<file path="src/rtl/dm_port_arbiter.sv">
// -----------------------------------------------------------------------------
// dm_port_arbiter
//
// Shares the single-port 256x16 data memory between the pipelined processor's
// data port and a host loader/debug port. The processor owns the port by
// default; the host takes it when the processor is idle, or after the host has
// waited STARVE_LIMIT contended cycles. While the processor is requesting, a
// host grant lasts at most MAX_BURST beats, and the processor is stalled only
// while the host owns the port.
//
// Optional feature macro: DM_ARB_STATS_EN
//   defined     -> adds stat_stall_cycles / stat_host_beats saturating counters
//   not defined -> those ports and counters do not exist
//
// Ports:
//   clk, rst                      clock, asynchronous active-low reset
//   cpu_rd/cpu_wr/cpu_addr/
//   cpu_w_data                    processor request (zero-latency path)
//   cpu_r_data                    combinational copy of dm_r_data
//   cpu_stall                     processor must hold its memory stage
//   host_req/host_we/host_addr/
//   host_w_data                   host beat request, held until granted
//   host_gnt                      host beat accepted this cycle
//   host_rvalid/host_r_data       registered host read return (1-cycle pulse)
//   dm_addr/dm_rd/dm_wr/dm_w_data memory port, muxed from the current owner
//   dm_r_data                     memory read data
//   stat_stall_cycles             (DM_ARB_STATS_EN) cycles with cpu_stall=1
//   stat_host_beats               (DM_ARB_STATS_EN) cycles with host_gnt=1
// -----------------------------------------------------------------------------
module dm_port_arbiter #(
  parameter int unsigned ADDR_WIDTH   = 8,
  parameter int unsigned DATA_WIDTH   = 16,
  parameter int unsigned STARVE_LIMIT = 4,
  parameter int unsigned MAX_BURST    = 4
) (
  input  logic                  clk,
  input  logic                  rst,
  input  logic                  cpu_rd,
  input  logic                  cpu_wr,
  input  logic [ADDR_WIDTH-1:0] cpu_addr,
  input  logic [DATA_WIDTH-1:0] cpu_w_data,
  output logic [DATA_WIDTH-1:0] cpu_r_data,
  output logic                  cpu_stall,
  input  logic                  host_req,
  input  logic                  host_we,
  input  logic [ADDR_WIDTH-1:0] host_addr,
  input  logic [DATA_WIDTH-1:0] host_w_data,
  output logic                  host_gnt,
  output logic                  host_rvalid,
  output logic [DATA_WIDTH-1:0] host_r_data,
  output logic [ADDR_WIDTH-1:0] dm_addr,
  output logic                  dm_rd,
  output logic                  dm_wr,
  output logic [DATA_WIDTH-1:0] dm_w_data,
  input  logic [DATA_WIDTH-1:0] dm_r_data
`ifdef DM_ARB_STATS_EN
 ,output logic [15:0]           stat_stall_cycles
 ,output logic [15:0]           stat_host_beats
`endif
);

  localparam int unsigned SW = (STARVE_LIMIT > 1) ? $clog2(STARVE_LIMIT) : 1;
  localparam int unsigned BW = (MAX_BURST > 1)    ? $clog2(MAX_BURST)    : 1;
  localparam logic [SW-1:0] STARVE_MAX = SW'(STARVE_LIMIT - 1);
  localparam logic [BW-1:0] BURST_MAX  = BW'(MAX_BURST - 1);

  typedef enum logic {
    OWN_CPU  = 1'b0,
    OWN_HOST = 1'b1
  } own_e;

  own_e          state_q, state_d;
  logic [SW-1:0] starve_cnt;
  logic [BW-1:0] burst_cnt;
  logic          cpu_req;
  logic          starve_at_limit;
  logic          burst_at_limit;

  // Simultaneous rd and wr is a processor error; both are simply forwarded.
  assign cpu_req         = cpu_rd | cpu_wr;
  assign starve_at_limit = (starve_cnt == STARVE_MAX);
  assign burst_at_limit  = (burst_cnt == BURST_MAX);
  assign cpu_r_data      = dm_r_data;

  // ---------------------------------------------------------------------------
  // State register
  // ---------------------------------------------------------------------------
  // NOTE: sequential state uses non-blocking (<=) so every flop samples the
  // pre-edge values regardless of process ordering.
  always_ff @(posedge clk or negedge rst) begin
    if (!rst) state_q <= OWN_CPU;
    else      state_q <= state_d;
  end

  // ---------------------------------------------------------------------------
  // Next-state logic
  // ---------------------------------------------------------------------------
  // NOTE: every variable assigned in a combinational block gets a default at
  // the top, so no path leaves it unassigned and no latch is inferred.
  always_comb begin
    state_d = state_q;
    unique case (state_q)
      OWN_CPU:  if (host_req && (!cpu_req || starve_at_limit)) state_d = OWN_HOST;
      // A grant is implied whenever host_req is high in OWN_HOST, so the burst
      // limit only needs qualifying with cpu_req.
      OWN_HOST: if (!host_req || (cpu_req && burst_at_limit))   state_d = OWN_CPU;
      default:  state_d = OWN_CPU;
    endcase
  end

  // ---------------------------------------------------------------------------
  // Output logic: the owner alone drives the memory port.
  // ---------------------------------------------------------------------------
  always_comb begin
    dm_addr   = cpu_addr;
    dm_w_data = cpu_w_data;
    dm_rd     = cpu_rd;
    dm_wr     = cpu_wr;
    host_gnt  = 1'b0;
    cpu_stall = 1'b0;
    if (state_q == OWN_HOST) begin
      dm_addr   = host_addr;
      dm_w_data = host_w_data;
      dm_rd     = host_req & ~host_we;
      dm_wr     = host_req &  host_we;
      host_gnt  = host_req;
      cpu_stall = cpu_req;
    end
  end

  // ---------------------------------------------------------------------------
  // Fairness counters
  // ---------------------------------------------------------------------------
  always_ff @(posedge clk or negedge rst) begin
    if (!rst) begin
      starve_cnt <= '0;
      burst_cnt  <= '0;
    end else if (state_q == OWN_CPU) begin
      if (state_d == OWN_HOST) begin
        starve_cnt <= '0;
        burst_cnt  <= '0;
      end else if (host_req && cpu_req && !starve_at_limit) begin
        starve_cnt <= starve_cnt + 1'b1;
      end
    end else if (host_gnt && !burst_at_limit) begin
      // Saturates so a long host burst with an idle CPU cannot wrap and hand
      // the CPU a longer stall than MAX_BURST once it starts requesting.
      burst_cnt <= burst_cnt + 1'b1;
    end
  end

  // ---------------------------------------------------------------------------
  // Host read return: captured at the edge ending the granted read beat.
  // ---------------------------------------------------------------------------
  always_ff @(posedge clk or negedge rst) begin
    if (!rst) begin
      host_rvalid <= 1'b0;
      host_r_data <= '0;
    end else begin
      host_rvalid <= host_gnt & ~host_we;
      if (host_gnt && !host_we) host_r_data <= dm_r_data;
    end
  end

`ifdef DM_ARB_STATS_EN
  // ---------------------------------------------------------------------------
  // Saturating activity counters
  // ---------------------------------------------------------------------------
  always_ff @(posedge clk or negedge rst) begin
    if (!rst) begin
      stat_stall_cycles <= '0;
      stat_host_beats   <= '0;
    end else begin
      if (cpu_stall && stat_stall_cycles != 16'hFFFF)
        stat_stall_cycles <= stat_stall_cycles + 16'd1;
      if (host_gnt && stat_host_beats != 16'hFFFF)
        stat_host_beats <= stat_host_beats + 16'd1;
    end
  end
`endif

endmodule

</file>
<file path="config.mk">
export PLATFORM = sky130hd
export DESIGN_NAME = dm_port_arbiter
export DESIGN_NICKNAME = d
export VERILOG_FILES = /design/src/rtl/dm_port_arbiter.sv
export SDC_FILE = /design/constraint.sdc
export NUM_CORES = 1
export LEC_CHECK = 0
export ABC_CLOCK_PERIOD_IN_PS = 2290
export BUFFER_PORTS_ARGS = -buffer_cell sky130_fd_sc_hd__buf_2
export CAP_MARGIN = 20
export CELL_PAD_IN_SITES_DETAIL_PLACEMENT = 0
export CELL_PAD_IN_SITES_GLOBAL_PLACEMENT = 1
export CORE_MARGIN = 1
export CORE_UTILIZATION = 26
export CTS_CLUSTER_SIZE = 10
export DETAILED_ROUTE_END_ITERATION = 12
export PLACE_DENSITY = 0.81
export SLEW_MARGIN = 20
export SYNTH_ARGS = -nofsm -noshare
export SYNTH_HDL_FRONTEND = slang
export SYNTH_SLANG_ARGS = --single-unit
export TNS_END_PERCENT = 30
</file>
<file path="constraint.sdc">
create_clock -name clk -period 2.29 [get_ports clk]
set_clock_uncertainty 0.1 [all_clocks]
set_input_delay 0.1145 -clock clk [delete_from_list [all_inputs] [get_ports clk]]
set_output_delay 0.1145 -clock clk [all_outputs]
set_load 0.005 [all_outputs]
</file>
==> results.cfg, run 1 <==
[sta]
relSlewSlack_pct = 67.7
tightest_slew_ns = 0.484
holdWs_ns = -0.0000923
setup_viol = 0
finalHoldViolations = 1
min_period_over_period_pct = 72.4
final.setup.tns_ns = 0
slew_viol_final = 0
rsz0062_at_grt = no
fmax_mhz = 603
fin_crit_ns = 1.66

[final_layout]
fin_util_pct = 43.9
stdcell_count = 308
final_nets = 314
diodes = 0
syn_to_final_growth_pct = 58.7
fillCellCount = 495
final_layout_size_suffix_gt1_share_pct = 70.1

[logic_synthesis]
seq_area_frac_synth_pct = 41.3
synth_edf_count = 0
netlist_area_sq_um = 1330
synth-xor-area-share_pct = 0
ys_types = 21
yosys.area.top_type = dfrtp_1
ys_ff_latch = 22
synth_area_leaders = dfrtp_1 41%, mux2_2 27%, buf_4 9.6%, mux2_1 6.8%, a22o_1 2.0%
synth.most_common_cell = mux2_2
netlist_instances = 113
postSynthAreaPerCell_sq_um = 11.8
synth_top_area_share_pct = 41.3
synthSimpleGateAreaFrac_pct = 4.04
synth_fp_nets = 185
synth_common_cells = 32 x mux2_2, 22 x dfrtp_1, 17 x buf_4, 8 x mux2_1, 5 x inv_1
synthFlopType = dfrtp_1
synthAdderAreaFrac_pct = 1.88
synth_mux_area_share_pct = 33.8
synth_compound_area_share_pct = 6.10
async_flop_share_pct = 100
ys.warnings.count = 0
synth_top_family_by_area = multiplexers

[clock_network]
cts_resized = 0
cts-root-buf = clkbuf_8
cts_sinks = 22
cts_setup_buffers = 0
cts_made_buffers = 3
h-tree-depth = 1
cts_tree = done
clock_latency_ns = 0.26
clk_pin_slew_worst_paths_ns = 0.08
hold_buffers = 12
cts_buffer_depth = 2

[floorplanning]
start_util_pct = 27.7
die_area_sq_um = 5420
die_y_um = 73.6
dieWidth_um = 73.6
ios = 131
rows = 25
coreArea_sq_um = 4820

[power]
powerDensity_nw_per_um2 = 752
power.leakage_nw = 1.14
peakVddDrop_uv = 241

[routing]
vias = 1311
routed_via_density = 4.26
drtAntennaViolNets = 0
firstDrtPassIters = 3
drtIter0Drc = 14
routedWlPerCell_um = 11.7
drc = 0
routed_wl_mm = 3.60

[worst_setup_path]
crit_fanout = 32
crit_slowest_cell = mux2_2
cp.buffers_inverters = 2
cp.required_ns = 2.08
startpoint_type = flip-flop
worstPathCellList = buf_4 > mux2_2 > buf_2
rr_endpoint = host_r_data[10]
cp.arrival_ns = 1.44
ff2ff_path_depth = 4
r2r-start = state_q
slowest_delay_ns = 0.38
endpoint_kind = output port
ff2ff_setup_slack_ns = 0.83
path_class = reg -> out
crit_family = buffers and inverters

[global_route]
antenna_found_initial = 0
globalRouteOverflowTotal = 0
grt.total_usage_pct = 13.4
grt_max_degree = 33
grt_pass1_wl_mm = 5.42
grt_pass1_vias = 1312

[min_path]
hp-start = dm_r_data[3]
holdPathStages = 2
holdPathEnd = host_r_data[3]
worst_hold_path_type = in -> reg

[placement]
dp_hpwl_mm = 2.82
gp_congestion = 0.753
portBuffers = 130
place_inst = 291

[status]
status = complete, but fails checks
failed_checks = hold timing

[run]
cap_violations = 0
==> placed cells by master (no fill, tap or decap), drive strengths merged, types with 4 or more instances in the layout <==
cell / synthesis / layout
buf: 21 / 132
clkbuf: 0 / 4
dfrtp: 22 / 22
dlygate4sd3: 0 / 13
inv: 5 / 5
mux2: 40 / 40
o21ai: 4 / 4
==> cell families (layout without fill, tap and decap cells) <==
kind of cell | Yosys count | after routing
multiplexers | 40 | 40
buffers and inverters | 26 | 154
flip-flops | 22 | 22
AO/OA/AOI/OAI | 12 | 12
AND/OR/NAND/NOR | 11 | 11
adder cells (fa/ha/maj) | 2 | 2
==> power breakdown <==
part / total [mW] / internal (mW) / switching [mW]
clock: 0.270 / 0.153 / 0.117
combinational: 0.682 / 0.412 / 0.270
sequential: 0.638 / 0.555 / 0.0826
total: 1.59 / 1.12 / 0.470
==> sequential cells by signal (all words and copies together), names as in the netlist <==
name / count
state_q: 1
starve_cnt: 2
burst_cnt: 2
host_r_data: 16
host_rvalid: 1
==> through the flow <==
step	hold slack, ns	area (sq um)	power, mW	worst slack, ns
floorplan	-0.281	1330	1.01	0.823
global placement	0.00956	1930	1.30	0.868
detailed placement	0.0146	1930	1.32	0.828
CTS	0.000246	2100	1.61	0.601
global route	0.00154	2110	1.73	0.528
finish	-0.0000923	2110	1.59	0.631
==> cell type report <==
type / instances / area, sq um / area share [%]
well taps: 67 / 83.8 / 3.96
clock buffers: 4 / 55.1 / 2.60
flip-flops and latches: 22 / 551 / 26.0
repair buffers: 145 / 796 / 37.6
multi-input cells: 65 / 611 / 28.9
inverters: 5 / 18.8 / 0.888
==> routing by layer <==
| metal | GRT usage (%) | part of all wire (%) | routed length (um) | up-vias |
|---|---|---|---|---|
| li1 | - | - | - | 635 |
| met1 | 12.7 | 36 | 1310 | 597 |
| met2 | 27.3 | 55 | 1960 | 77 |
| met3 | 4.12 | 8.6 | 310 | 2 |
| met4 | 3.21 | 0.53 | 19 | 0 |
| met5 | 0 | 0 | 0 | - |
==> worst max path at each step <==
stage | slack [ns] | depth (start not counted) | to | from
6_report | 0.63 | 3 | dm_addr[6] | state_q
5_1_grt | 0.53 | 3 | dm_w_data[15] | state_q
4_1_cts | 0.60 | 3 | dm_w_data[0] | state_q
3_5_place_dp | 0.83 | 4 | host_r_data[5] | state_q
3_3_place_gp | 0.87 | 4 | host_r_data[10] | state_q
2_1_floorplan | 0.82 | 5 | host_r_data[0] | state_q
==> worst register-to-register path, delay by kind of cell, from the launching register on <==
family / cells / cell delay, ns
DFF: 1 / 0.38
muxes: 1 / 0.37
buffers and inverters: 1 / 0.26
and+or+nand+nor: 2 / 0.25
Power figures use the tool's default switching activity.
==> run 2: changes to the inputs <==
--- a/config.mk
+++ b/config.mk
@@ -5,16 +5,16 @@
 export SDC_FILE = /design/constraint.sdc
 export NUM_CORES = 1
 export LEC_CHECK = 0
-export ABC_CLOCK_PERIOD_IN_PS = 2290
+export ABC_CLOCK_PERIOD_IN_PS = 1550
 export BUFFER_PORTS_ARGS = -buffer_cell sky130_fd_sc_hd__buf_2
 export CAP_MARGIN = 20
 export CELL_PAD_IN_SITES_DETAIL_PLACEMENT = 0
 export CELL_PAD_IN_SITES_GLOBAL_PLACEMENT = 1
 export CORE_MARGIN = 1
-export CORE_UTILIZATION = 26
+export CORE_UTILIZATION = 24
 export CTS_CLUSTER_SIZE = 10
 export DETAILED_ROUTE_END_ITERATION = 12
-export PLACE_DENSITY = 0.81
+export PLACE_DENSITY = 0.75
 export SLEW_MARGIN = 20
 export SYNTH_ARGS = -nofsm -noshare
 export SYNTH_HDL_FRONTEND = slang
==> constraint.sdc (replaced) <==
create_clock -name clk -period 1.55 [get_ports clk]
set_clock_uncertainty 0.1 [all_clocks]
set_input_delay 0.0775 -clock clk [delete_from_list [all_inputs] [get_ports clk]]
set_output_delay 0.0775 -clock clk [all_outputs]
set_load 0.005 [all_outputs]
==> run 2 against run 1 <==
  * The flow now finishes without violations
  * Largest cell class unchanged
  * Highest routed layer unchanged
  * Via count grew 2.7%
  * Count of clock-buffer cells in the layout decreased by 1
  * Critical path type unchanged
  * Worst setup slack worse by 0.58 ns
  * Cell count is 3.6% higher
==> results.cfg, run 2 (synthesized netlist as in run 1, its figures left out) <==
[sta]
min_period_over_period_pct = 96.9
finalHoldViolations = 0
final.setup.tns_ns = 0
setup_viol = 0
fin_crit_ns = 1.50
tightest_slew_ns = 0.479
slew_viol_final = 0
fmax_mhz = 666
relSlewSlack_pct = 68.1

[worst_setup_path]
crit_fanout = 16
startpoint_type = flip-flop
path_class = reg -> out
ff2ff_setup_slack_ns = 0.09
cp.arrival_ns = 1.33
endpoint_kind = output port
cp.required_ns = 1.37

[final_layout]
top_register = host_r_data
fin_util_pct = 43.6
final_nets = 322
final_common_cell = buf_2
reg.largest.list = host_r_data: 16 flops, burst_cnt: 2 flops, starve_cnt: 2 flops
final_cell_mix = 130 x buf_2, 32 x mux2_2, 21 x dfrtp_1
largest_reg_flops = 16
syn_to_final_growth_pct = 71.5
final_layout_size_suffix_gt1_share_pct = 69.9
diodes = 0

[floorplanning]
die_y_um = 76.5
rows = 26
coreArea_sq_um = 5240
start_util_pct = 25.4
die_area_sq_um = 5850
dieWidth_um = 76.5
ios = 131

[placement]
dp_hpwl_mm = 2.79
portBuffers = 130
gp_congestion = 0.752

[routing]
vias = 1347
routed_via_density = 4.22
routedWlPerCell_um = 11.6
drtIter0Drc = 5
drtAntennaViolNets = 0
firstDrtPassIters = 4
drc = 0
routed_wl_mm = 3.70

[global_route]
grt.total_usage_pct = 12.4
grt_pass1_vias = 1368
grt_max_degree = 33
grt_pass1_wl_mm = 5.85
antenna_found_initial = 0
globalRouteOverflowTotal = 0

[status]
status = finished clean

[power]
powerDensity_nw_per_um2 = 1120
power.leakage_nw = 1.21
peakVddDrop_uv = 489

[clock_network]
cts_sinks = 22
clk_pin_slew_worst_paths_ns = 0.08
cts_tree = done
cts_made_buffers = 3
cts_buffer_depth = 2
cts-root-buf = clkbuf_8
h-tree-depth = 1
clock_latency_ns = 0.26

[min_path]
worst_hold_path_type = in -> reg

[run]
cap_violations = 0
run 2: critical path, cell delays in order, from the launching register on:
cell,delay (ns)
dfrtp_2,0.43
clkbuf_16,0.19
mux2_2,0.33
buf_2,0.12
run 2: path summary, 6_finish.rpt:
path | endpoint | from | cells past startpoint
worst min register to register | host_r_data[1] | host_r_data[1] | 1
max in group asynchronous | state_q | rst | 2
min in group asynchronous | host_r_data[8] | rst | 2
worst max register to register | host_r_data[11] | state_q | 5
worst max-delay path | dm_addr[2] | state_q | 3
worst min-delay path | state_q | cpu_wr | 3
run 2: where the power goes:
group,switching (mW),internal [mW]
registers,0.132,0.821
logic,0.410,0.670
clock network,0.178,0.344
run 2: final cells by class:
cell class / count / area, sq um
Clock buffer: 3 / 41.3
Clock inverter: 1 / 30.0
Fill cell: 502 / 2950
Inverter: 5 / 18.8
Multi-Input combinational cell: 65 / 619
Sequential cell: 22 / 552
Tap cell: 70 / 87.6
Timing Repair Buffer: 153 / 936
run 2: layer usage:
metal	GRT usage [%]	wire length, um	vias up
met1	12.8	1350	606
met2	24.5	1980	90
met3	2.99	341	2
li1	-	-	649
met5	0	0	-
met4	2.88	17	0
run 2: timing repair:
action / CTS / global route
hold endpoints to repair: 39 / 0
buffers inserted: 2 / 0
setup endpoints to repair: 26 / 34
gates cloned: 0 / 1
gates resized for setup: 3 / 3
hold buffers: 18 / 0
run 2: per-stage QoR:
step	worst slack, ns	hold slack, ns	std cells	cell area [sq um]	total power, mW
after floorplan	0.0833	-0.318	113	1330	1.50
after global placement	0.181	-0.0267	294	1950	1.94
after detailed placement	0.158	-0.0285	294	1950	1.96
after CTS	0.0253	0.0684	318	2250	2.56
after global routing	-0.00481	0.0811	319	2280	2.75
final	0.0474	0.0766	319	2280	2.55
